<file path="config.mk">
export PLATFORM = sky130hd
export DESIGN_NAME = csr_sys_unit
export DESIGN_NICKNAME = d
export VERILOG_FILES = /design/src/rtl/csr_sys_unit.sv
export SDC_FILE = /design/constraint.sdc
export NUM_CORES = 1
export LEC_CHECK = 0
export BUFFER_PORTS_ARGS = -buffer_cell sky130_fd_sc_hd__clkbuf_2
export CAP_MARGIN = 20
export CORE_AREA = 2 2 218 220
export CTS_CLUSTER_SIZE = 25
export DETAILED_ROUTE_END_ITERATION = 10
export DIE_AREA = 0 0 220 222
export HOLD_SLACK_MARGIN = 0.12
export PLACE_DENSITY_LB_ADDON = 0.15
export SYNTH_ARGS = -nofsm -noshare
export SYNTH_HDL_FRONTEND = slang
export SYNTH_SLANG_ARGS = --single-unit
export TNS_END_PERCENT = 100
</file>
<file path="constraint.sdc">
create_clock -name clk_i -period 3.53 [get_ports clk_i]
set_input_delay 0.353 -clock clk_i [delete_from_list [all_inputs] [get_ports clk_i]]
set_output_delay 0.353 -clock clk_i [all_outputs]
set_load 0.05 [all_outputs]
</file>
<file path="src/rtl/csr_sys_unit.sv">
`default_nettype none
// ============================================================================
//  Module   : csr_sys_unit (plus package csr_sys_pkg)
//  Purpose  : Execution end of the FU_CSR path. Sequences CSR read/write/
//             set/clear, FENCE, FENCE_I, SFENCE_VMA, WFI and xRET ops against
//             the CSR file, store buffer, I-cache and TLB. It returns exactly
//             one writeback per accepted op, optionally with an exception.
//  Ports    : clk_i/rst_i      clock and synchronous active-high reset
//             flush_i          kills the in-flight op with no writeback
//             issue_*          op handshake from the issue stage
//             csr_*            single-cycle CSR file access
//             sb_*             store-buffer drain request and status
//             icache_*         I-cache invalidate pulse and done
//             tlb_*            TLB flush pulse with vaddr and asid
//             irq_pending_i    WFI wake-up
//             eret_*           xRET notification on writeback
//             wb_*             result channel (valid/ready)
//  Revision : 1.0 - initial release
// ============================================================================

package csr_sys_pkg;
  typedef enum logic [3:0] {
    CSR_READ   = 4'd0,
    CSR_WRITE  = 4'd1,
    CSR_SET    = 4'd2,
    CSR_CLEAR  = 4'd3,
    FENCE      = 4'd4,
    FENCE_I    = 4'd5,
    SFENCE_VMA = 4'd6,
    WFI        = 4'd7,
    MRET       = 4'd8,
    SRET       = 4'd9,
    DRET       = 4'd10
  } fu_op_t;
endpackage

module csr_sys_unit
  import csr_sys_pkg::*;
#(
  parameter int XLEN       = 64,
  parameter int TRANS_ID_W = 3
) (
  input  logic                  clk_i,
  input  logic                  rst_i,
  input  logic                  flush_i,
  input  logic [1:0]            priv_i,
  input  logic                  issue_valid_i,
  output logic                  issue_ready_o,
  input  fu_op_t                op_i,
  input  logic [XLEN-1:0]       operand1_i,
  input  logic [XLEN-1:0]       operand2_i,
  input  logic [TRANS_ID_W-1:0] trans_id_i,
  output logic                  csr_re_o,
  output logic                  csr_we_o,
  output logic [11:0]           csr_addr_o,
  output logic [XLEN-1:0]       csr_wdata_o,
  input  logic [XLEN-1:0]       csr_rdata_i,
  input  logic                  csr_err_i,
  output logic                  sb_drain_o,
  input  logic                  sb_empty_i,
  output logic                  icache_flush_o,
  input  logic                  icache_flush_done_i,
  output logic                  tlb_flush_o,
  output logic [XLEN-1:0]       tlb_vaddr_o,
  output logic [XLEN-1:0]       tlb_asid_o,
  input  logic                  irq_pending_i,
  output logic                  eret_o,
  output fu_op_t                eret_op_o,
  output logic                  wb_valid_o,
  input  logic                  wb_ready_i,
  output logic [TRANS_ID_W-1:0] wb_trans_id_o,
  output logic [XLEN-1:0]       wb_data_o,
  output logic                  wb_ex_valid_o,
  output logic [XLEN-1:0]       wb_ex_cause_o
);

  localparam logic [2:0] S_IDLE     = 3'd0;
  localparam logic [2:0] S_CSR_RW   = 3'd1;
  localparam logic [2:0] S_DRAIN    = 3'd2;
  localparam logic [2:0] S_ICFLUSH  = 3'd3;
  localparam logic [2:0] S_WFI_WAIT = 3'd4;
  localparam logic [2:0] S_RESP     = 3'd5;

  localparam logic [XLEN-1:0] C_CAUSE_ILLEGAL = XLEN'(2);

  logic [2:0]            r_state;
  logic [2:0]            w_next;
  fu_op_t                r_op;
  logic [XLEN-1:0]       r_op1;
  logic [11:0]           r_addr;
  logic [TRANS_ID_W-1:0] r_trans_id;
  logic [XLEN-1:0]       r_wb_data;
  logic                  r_ex_valid;

  logic                  w_accept;
  logic                  w_known_op;
  logic                  w_in_csr;
  logic                  w_write_en;
  logic                  w_illegal;
  logic                  w_is_xret;
  logic                  w_wb_valid;
  logic                  w_handshake;
  logic [XLEN-1:0]       w_wdata;

  // A flush in IDLE blocks acceptance so the offered op is simply dropped.
  assign w_accept = (r_state == S_IDLE) && issue_valid_i && !flush_i;

  always_comb begin
    w_known_op = 1'b1;
    case (op_i)
      CSR_READ, CSR_WRITE, CSR_SET, CSR_CLEAR,
      FENCE, FENCE_I, SFENCE_VMA, WFI,
      MRET, SRET, DRET: w_known_op = 1'b1;
      default:          w_known_op = 1'b0;
    endcase
  end

  // CSR access checks: read-only space only matters for writes, while the
  // privilege field and a nonexistent CSR make any access illegal.
  assign w_in_csr   = (r_state == S_CSR_RW) && !flush_i;
  assign w_write_en = (r_op != CSR_READ);
  assign w_illegal  = (w_write_en && (r_addr[11:10] == 2'b11))
                    || (r_addr[9:8] > priv_i)
                    || csr_err_i;

  always_comb begin
    w_wdata = '0;
    case (r_op)
      CSR_WRITE: w_wdata = r_op1;
      CSR_SET:   w_wdata = csr_rdata_i | r_op1;
      CSR_CLEAR: w_wdata = csr_rdata_i & ~r_op1;
      default:   w_wdata = '0;
    endcase
  end

  assign w_is_xret   = (r_op == MRET) || (r_op == SRET) || (r_op == DRET);
  assign w_wb_valid  = (r_state == S_RESP) && !flush_i;
  assign w_handshake = w_wb_valid && wb_ready_i;

  always_comb begin
    w_next = r_state;
    case (r_state)
      S_IDLE: begin
        if (w_accept) begin
          case (op_i)
            CSR_READ, CSR_WRITE, CSR_SET, CSR_CLEAR: w_next = S_CSR_RW;
            FENCE, FENCE_I:                          w_next = S_DRAIN;
            WFI:                                     w_next = S_WFI_WAIT;
            default:                                 w_next = S_RESP;
          endcase
        end
      end
      S_CSR_RW:   w_next = S_RESP;
      S_DRAIN: begin
        if (sb_empty_i) begin
          w_next = (r_op == FENCE_I) ? S_ICFLUSH : S_RESP;
        end
      end
      S_ICFLUSH:  if (icache_flush_done_i) w_next = S_RESP;
      S_WFI_WAIT: if (irq_pending_i)       w_next = S_RESP;
      S_RESP:     if (wb_ready_i)          w_next = S_IDLE;
      default:    w_next = S_IDLE;
    endcase
  end

  always_ff @(posedge clk_i) begin
    if (rst_i) begin
      r_state    <= S_IDLE;
      r_op       <= CSR_READ;
      r_op1      <= '0;
      r_addr     <= '0;
      r_trans_id <= '0;
      r_wb_data  <= '0;
      r_ex_valid <= 1'b0;
    end else if (flush_i) begin
      r_state <= S_IDLE;
    end else begin
      r_state <= w_next;
      if (w_accept) begin
        r_op       <= op_i;
        r_op1      <= operand1_i;
        r_addr     <= operand2_i[11:0];
        r_trans_id <= trans_id_i;
        r_wb_data  <= '0;
        // Undecodable ops still get a writeback, flagged illegal.
        r_ex_valid <= !w_known_op;
      end
      if (r_state == S_CSR_RW) begin
        r_wb_data  <= csr_rdata_i;
        r_ex_valid <= w_illegal;
      end
    end
  end

  assign issue_ready_o  = (r_state == S_IDLE);

  assign csr_re_o       = w_in_csr;
  assign csr_we_o       = w_in_csr && w_write_en && !w_illegal;
  assign csr_addr_o     = w_in_csr ? r_addr : 12'd0;
  assign csr_wdata_o    = csr_we_o ? w_wdata : '0;

  assign sb_drain_o     = (r_state == S_DRAIN) && !flush_i;
  assign icache_flush_o = sb_drain_o && sb_empty_i && (r_op == FENCE_I);

  // SFENCE_VMA fires straight from the accept cycle, so it uses the live operands.
  assign tlb_flush_o    = w_accept && (op_i == SFENCE_VMA);
  assign tlb_vaddr_o    = tlb_flush_o ? operand1_i : '0;
  assign tlb_asid_o     = tlb_flush_o ? operand2_i : '0;

  assign eret_o         = w_handshake && w_is_xret;
  assign eret_op_o      = eret_o ? r_op : CSR_READ;

  assign wb_valid_o     = w_wb_valid;
  assign wb_trans_id_o  = w_wb_valid ? r_trans_id : '0;
  assign wb_data_o      = w_wb_valid ? r_wb_data : '0;
  assign wb_ex_valid_o  = w_wb_valid && r_ex_valid;
  assign wb_ex_cause_o  = (w_wb_valid && r_ex_valid) ? C_CAUSE_ILLEGAL : '0;

endmodule
`default_nettype wire

</file>
== Yosys cells after proc, flatten, opt, wreduce, memory -nomap -nowiden ==
Memories as Yosys holds them, arrays and structs flattened.
Cells that the tools add are included.

* Reduce and logical (&&, ||, !) cells: 31
* Multipliers: 0
* Order comparisons: 1
* Shift-type cells: 0
* Add/subtract/negate cells: 0
* Eq/ne operators: 25
* Bitwise operators: 4
* Muxes and demuxes: 21
* Divide/modulo/power cells: 0

{| class="wikitable"
|+ Operators with widths
! cell !! count
|-
| $mux W64 || 6
|-
| $pmux W64 S3 || 1
|-
| $and A64 B64 Y64 || 1
|-
| $not A64 Y64 || 1
|-
| $or A64 B64 Y64 || 1
|-
| $mux W3 || 7
|-
| $eq A4 B3 Y1 const B || 5
|-
| $pmux W3 S6 || 1
|-
| $eq A4 B2 Y1 const B || 4
|-
| $logic_and A1 B1 Y1 || 14
|-
| $eq A4 B4 Y1 const B || 3
|-
| $mux W12 || 1
|-
| $pmux W3 S3 || 1
|-
| $eq A4 B1 Y1 const B || 2
|-
| $ne A2 B2 Y1 const B || 4
|-
| $eq A3 B2 Y1 const B || 2
|-
| $eq A3 B3 Y1 const B || 2
|-
| $reduce_and A5 Y1 || 1
|-
| $logic_not A4 Y1 || 1
|-
| $logic_or A1 B1 Y1 || 4
|-
| $mux W4 || 1
|-
| $reduce_and A2 Y1 || 2
|-
| $reduce_bool A4 Y1 || 1
|-
| $reduce_or A2 Y1 || 2
|-
| other kinds (11) || 14
|}

* Input bits: 210
* Flip-flop bits (word level): 151
* Bits in writable memories: 0
* Word-level logic and storage cells: 90
* Memory bits (read-only): 16
* Memories kept: 1
* Latch bits: 0
* Output and inout port bits: 348

{| class="wikitable"
|+ Memories
! memory !! words !! width !! rd ports !! clocked after memory_dff !! write ports !! line !! source
|-
| (name not given) || 16 || 1 || 1 || 0 || 0 || 110 || <nowiki>case (op_i)</nowiki>
|}

== Longest topological paths before layout ==
* Depth in word-level cells: 7
* Gate-level depth with buffers: 9
* Gate-level depth less buffers: 6

== Least setup slack after synthesis ==
OpenSTA, ideal clock, no wires.

* Path type: register to output
* Start: reg r_state[2]
* End: out csr_we_o
* Setup slack: 0.487 ns
* Buffers on the path: 3
* Cell stages (with the launch flop): 7
* Data arrival time: 2.690 ns
* Cell sequence: dfxtp_1 -> buf_2 -> nor2_4 -> nand3_2 -> clkbuf_1 -> clkbuf_1 -> nor4_1

* Longest elaborated chain between the ends: 4

{| class="wikitable"
|+ RTL lines
! what !! line !! source
|-
| start: declaration || 86 || <nowiki>logic [2:0] r_state;</nowiki>
|-
| start signal: assignment || 178 || <nowiki>r_state <= w_next;</nowiki>
|-
| $eq A3 B1 Y1 || 120 || <nowiki>assign w_in_csr = (r_state == S_CSR_RW) && !flush_i;</nowiki>
|-
| $logic_and A1 B1 Y1 || 120 ||
|-
| $logic_and A1 B1 Y1 (2 in series) || 198 || <nowiki>assign csr_we_o = w_in_csr && w_write_en && !w_illegal;</nowiki>
|-
| end: declaration || 54 || <nowiki>output logic csr_we_o,</nowiki>
|}

Every way passes these cells.

== Final worst setup path ==
* Start: reg r_state[1]
* End: out tlb_asid_o[3]

* Longest elaborated chain between the ends: 5

{| class="wikitable"
|+ RTL lines
! what !! line !! source
|-
| $logic_not A3 Y1 || 106 || <nowiki>assign w_accept = (r_state == S_IDLE) && issue_valid_i && !flush_i;</nowiki>
|-
| $logic_and A1 B1 Y1 (2 in series) || 106 ||
|-
| $logic_and A1 B1 Y1 || 206 || <nowiki>assign tlb_flush_o = w_accept && (op_i == SFENCE_VMA);</nowiki>
|-
| $mux W64 || 208 || <nowiki>assign tlb_asid_o = tlb_flush_o ? operand2_i : '0;</nowiki>
|-
| end: declaration || 65 || <nowiki>output logic [XLEN-1:0] tlb_asid_o,</nowiki>
|}

Every way passes these cells.

==> metrics.md <==
| Metric | Value |
|---|---|
| Placed Cells | 2,250 |
| Pre-antenna DRT Iters | 5 |
| Relative slew slack | 36.3% |
| Slowest cell on the critical path | or4b_4 |
| Status | completed |
| CTS Root Cell | clkbuf_16 |
| Number of buffers created by CTS | 17 |
| Worst Skew | 0.00910 ns |
| Non-filler cells in the finished layout | 2,405 |
| Max Clk Rate | 309 MHz |
| Top delay family on crit path | simple AND/OR/NAND/NOR gates |
| Num ports | 558 |
| Drt wl/cell | 17.2 um |
| Initial core utilization | 19.2% |
| Synth warn | 0 |
| Area leader, netlist | dfxtp_1 |
| Die Width | 220 um |
| R2r startpoint | r_state[2] |
| Final Max Slew Viols | 0 |
| CP bufs+invs | 2 |
| R2r worst-path depth | 6 |
| Leakage | 5.97 nW |
| Yosys top cell area share | 34.0% |
| CP Capture Type | output port |
| Worst-path fanout max | 66 |
| Fin util | 30.1% |
| FF/Latch Area | 3020 um2 |
| Worst-path clk slew | 0.06 ns |
| Filler instances | 5,022 |
| Footprint of the multi-input gates | 5230 um2 |
| Nets@finish | 1,999 |
| Row cnt | 79 |
| Routed WL | 41.3 mm |
| R2R Path End | r_wb_data[29] |
| Area contributors post-synth | dfxtp_1 34%, and2_1 15%, nand2_1 13% |
| Slack of the worst reg-to-reg path | 1.13 ns |
| Worst min path class | in -> reg |
| Commonest non-fill, non-tap cells in the layout | 473 x clkbuf_2, 299 x nand2_1, 210 x and2_1 |
| Layout cell share with drive strength beyond 1 | 33.9% |
| CTS tree | done |
| Crit path DAT | 2.88 ns |
| Core area | 46,300 um2 |
| Crit path to | tlb_asid_o[3] |
| Mapped Avg Cell Area | 7.22 um2 |
| Largest net degree at the start of global routing | 67 |
| Number of synthesized flops with an enable pin | 0 |
| Critical path type | reg -> out |
| Gr ovfl total | 0 |
| Worst vdd ir | 0.000264 V |
| Remaining antenna violation count | 0 |
| Clock Path Buffers | 2 |
| First-pass GRT wire length | 60.0 mm |
| # resized after CTS | 0 |
| Total power | 4.57 mW |
| Clock sinks | 151 |
| Yosys reg bits | 151 |
| Worst EP required | 3.18 ns |
| # setup viols final | 0 |
| Top_reg_cell synth | dfxtp_1 |
| RSZ-0062 raised after global routing | no |
| Final min period | 3.23 ns |
| H-tree levels | 4 |
| Critical path depth | 6 |
| Pwr dens | 329 nW/um2 |
| Commonest non-fill, non-tap cell in the layout | clkbuf_2 |
| Die area | 48,800 um2 |
| Setup crit start | r_state[1] |
| Distinct cells, synth | 42 |
| Sequential share of the synthesized area | 34.0% |
| Input/output buffers | 493 |
| GRT Util Overall | 16.5% |
| Residual DRC count | 0 |
| First-iteration detailed-routing DRC count | 425 |
| Cell Chain, Critical Path | or2_1 -> or4b_4 -> nor2_4 -> buf_12 -> and2_1 -> clkbuf_2 |
| Endpoints failing hold | 0 |
| CP peak stage delay | 0.57 ns |
| Startpoint Class | flop |
| Die H | 222 um |
| Mapped Cells | 1,233 |
| Post-CTS setup buffers | 0 |
| Fin crit share | 91.5% |
| DP HPWL | 28.1 mm |
| Max-cap viol count | 0 |
| Area delta synth->final | 56.2% |
| Initial antenna violation count | 0 |
| Vias per cell | 4.23 |
| Setup TNS | 0 ns |
| GP Congestion | 0.781 |
| Async set-reset flop share out of synthesis | 0% |
| Total number of vias | 10,200 |
| Worst skew pair latency | 0.47 ns |
| Tightest Pin Transition | 0.951 ns |
| Post-synth design cell area | 8900 um2 |
| Vias in the first global route | 9,855 |
==> sequential cells by signal, indices dropped and copies added, names as in the netlist <==
name / cells
r_state: 3
r_ex_valid: 1
r_op: 4
r_wb_data: 64
r_trans_id: 3
r_addr: 12
r_op1: 64
==> timing repair <==
action,4_1_cts,5_1_grt
setup endpoints to repair,0,0
endpoints found under the hold margin,125,0
hold buffers,125,0
==> area by class of cell <==
cell class              instances  area share (%)
diodes                          1          0.0180
multi-input cells             971            37.6
well taps                     607            5.46
inverters                       6           0.162
clock buffers                  20            3.21
repair buffers                640            30.9
clock inverters                 9           0.926
flip-flops and latches        151            21.7
==> cell usage after synthesis (2+ instances only) <==
library cell and count:
nand2_1 299, dfxtp_1 151, a21oi_2 50, and3_1 4, buf_6 6, and2_1 210
nand3b_1 65, a211oi_1 3, a21oi_1 168, nand3_1 49, inv_1 4, nand4_1 17
buf_2 17, nor2_1 6, nor2b_1 3, inv_2 2, nand2b_1 3, ha_1 2
buf_1 7, o211ai_1 3, buf_4 65, nor3_1 3, or4_1 2, a31oi_1 2
clkbuf_1 73, nor4_1 3
==> worst register-to-register path: cells and delay by family, from the launching register on <==
family | cells | cell delay (ns)
AND/OR/NAND/NOR | 3 | 0.89
buffers and inverters | 2 | 0.85
AO/OA/AOI/OAI | 1 | 0.08
flip-flops | 1 | 0.41
==> through the flow <==
| stage | instance area, um2 | setup slack, ns | hold slack (ns) |
|---|---|---|---|
| after floorplan | 9140 | 0.487 | 0.427 |
| after global placement | 12100 | 0.726 | 0.435 |
| after detailed placement | 12100 | 0.745 | 0.439 |
| after CTS | 13900 | 0.199 | 0.122 |
| after global routing | 13900 | 0.0841 | 0.140 |
| final | 13900 | 0.298 | 0.170 |
==> how the worst min path moves through the flow <==
stage,startpoint,to,slack [ns],depth (start not counted)
floorplan,r_wb_data[16],r_wb_data[16],0.43,2
global placement,r_wb_data[34],r_wb_data[34],0.43,2
detailed placement,r_wb_data[62],r_wb_data[62],0.44,2
CTS,csr_rdata_i[55],r_wb_data[55],0.12,3
global route,csr_rdata_i[13],r_wb_data[13],0.14,3
finish,csr_rdata_i[13],r_wb_data[13],0.17,3
==> routing by layer <==
metal | track usage (%) | part of all wire, % | vias up
li1 | - | - | 5041
met1 | 19.5 | 42 | 4767
met2 | 28.8 | 50 | 335
met3 | 4.49 | 5.5 | 39
met4 | 5.28 | 1.9 | 0
met5 | 0 | 0 | -
==> power breakdown <==
| group | internal, mW | switching, mW |
|---|---|---|
| registers | 1.77 | 0.0446 |
| logic | 0.302 | 0.562 |
| clock network | 1.11 | 0.780 |
| total | 3.19 | 1.39 |
==> logic make-up after synthesis <==
logic type | Yosys count | share of synthesized area [%]
AO/OA/AOI/OAI | 232 | 15.6
adder cells (fa/ha/maj) | 2 | 0.281
buffers and inverters | 174 | 10.8
flip-flops | 151 | 34.0
multiplexers | 1 | 0.112
other | 1 | 0.0421
AND/OR/NAND/NOR | 672 | 39.2
No activity file was read; power rests on OpenSTA's default activity.
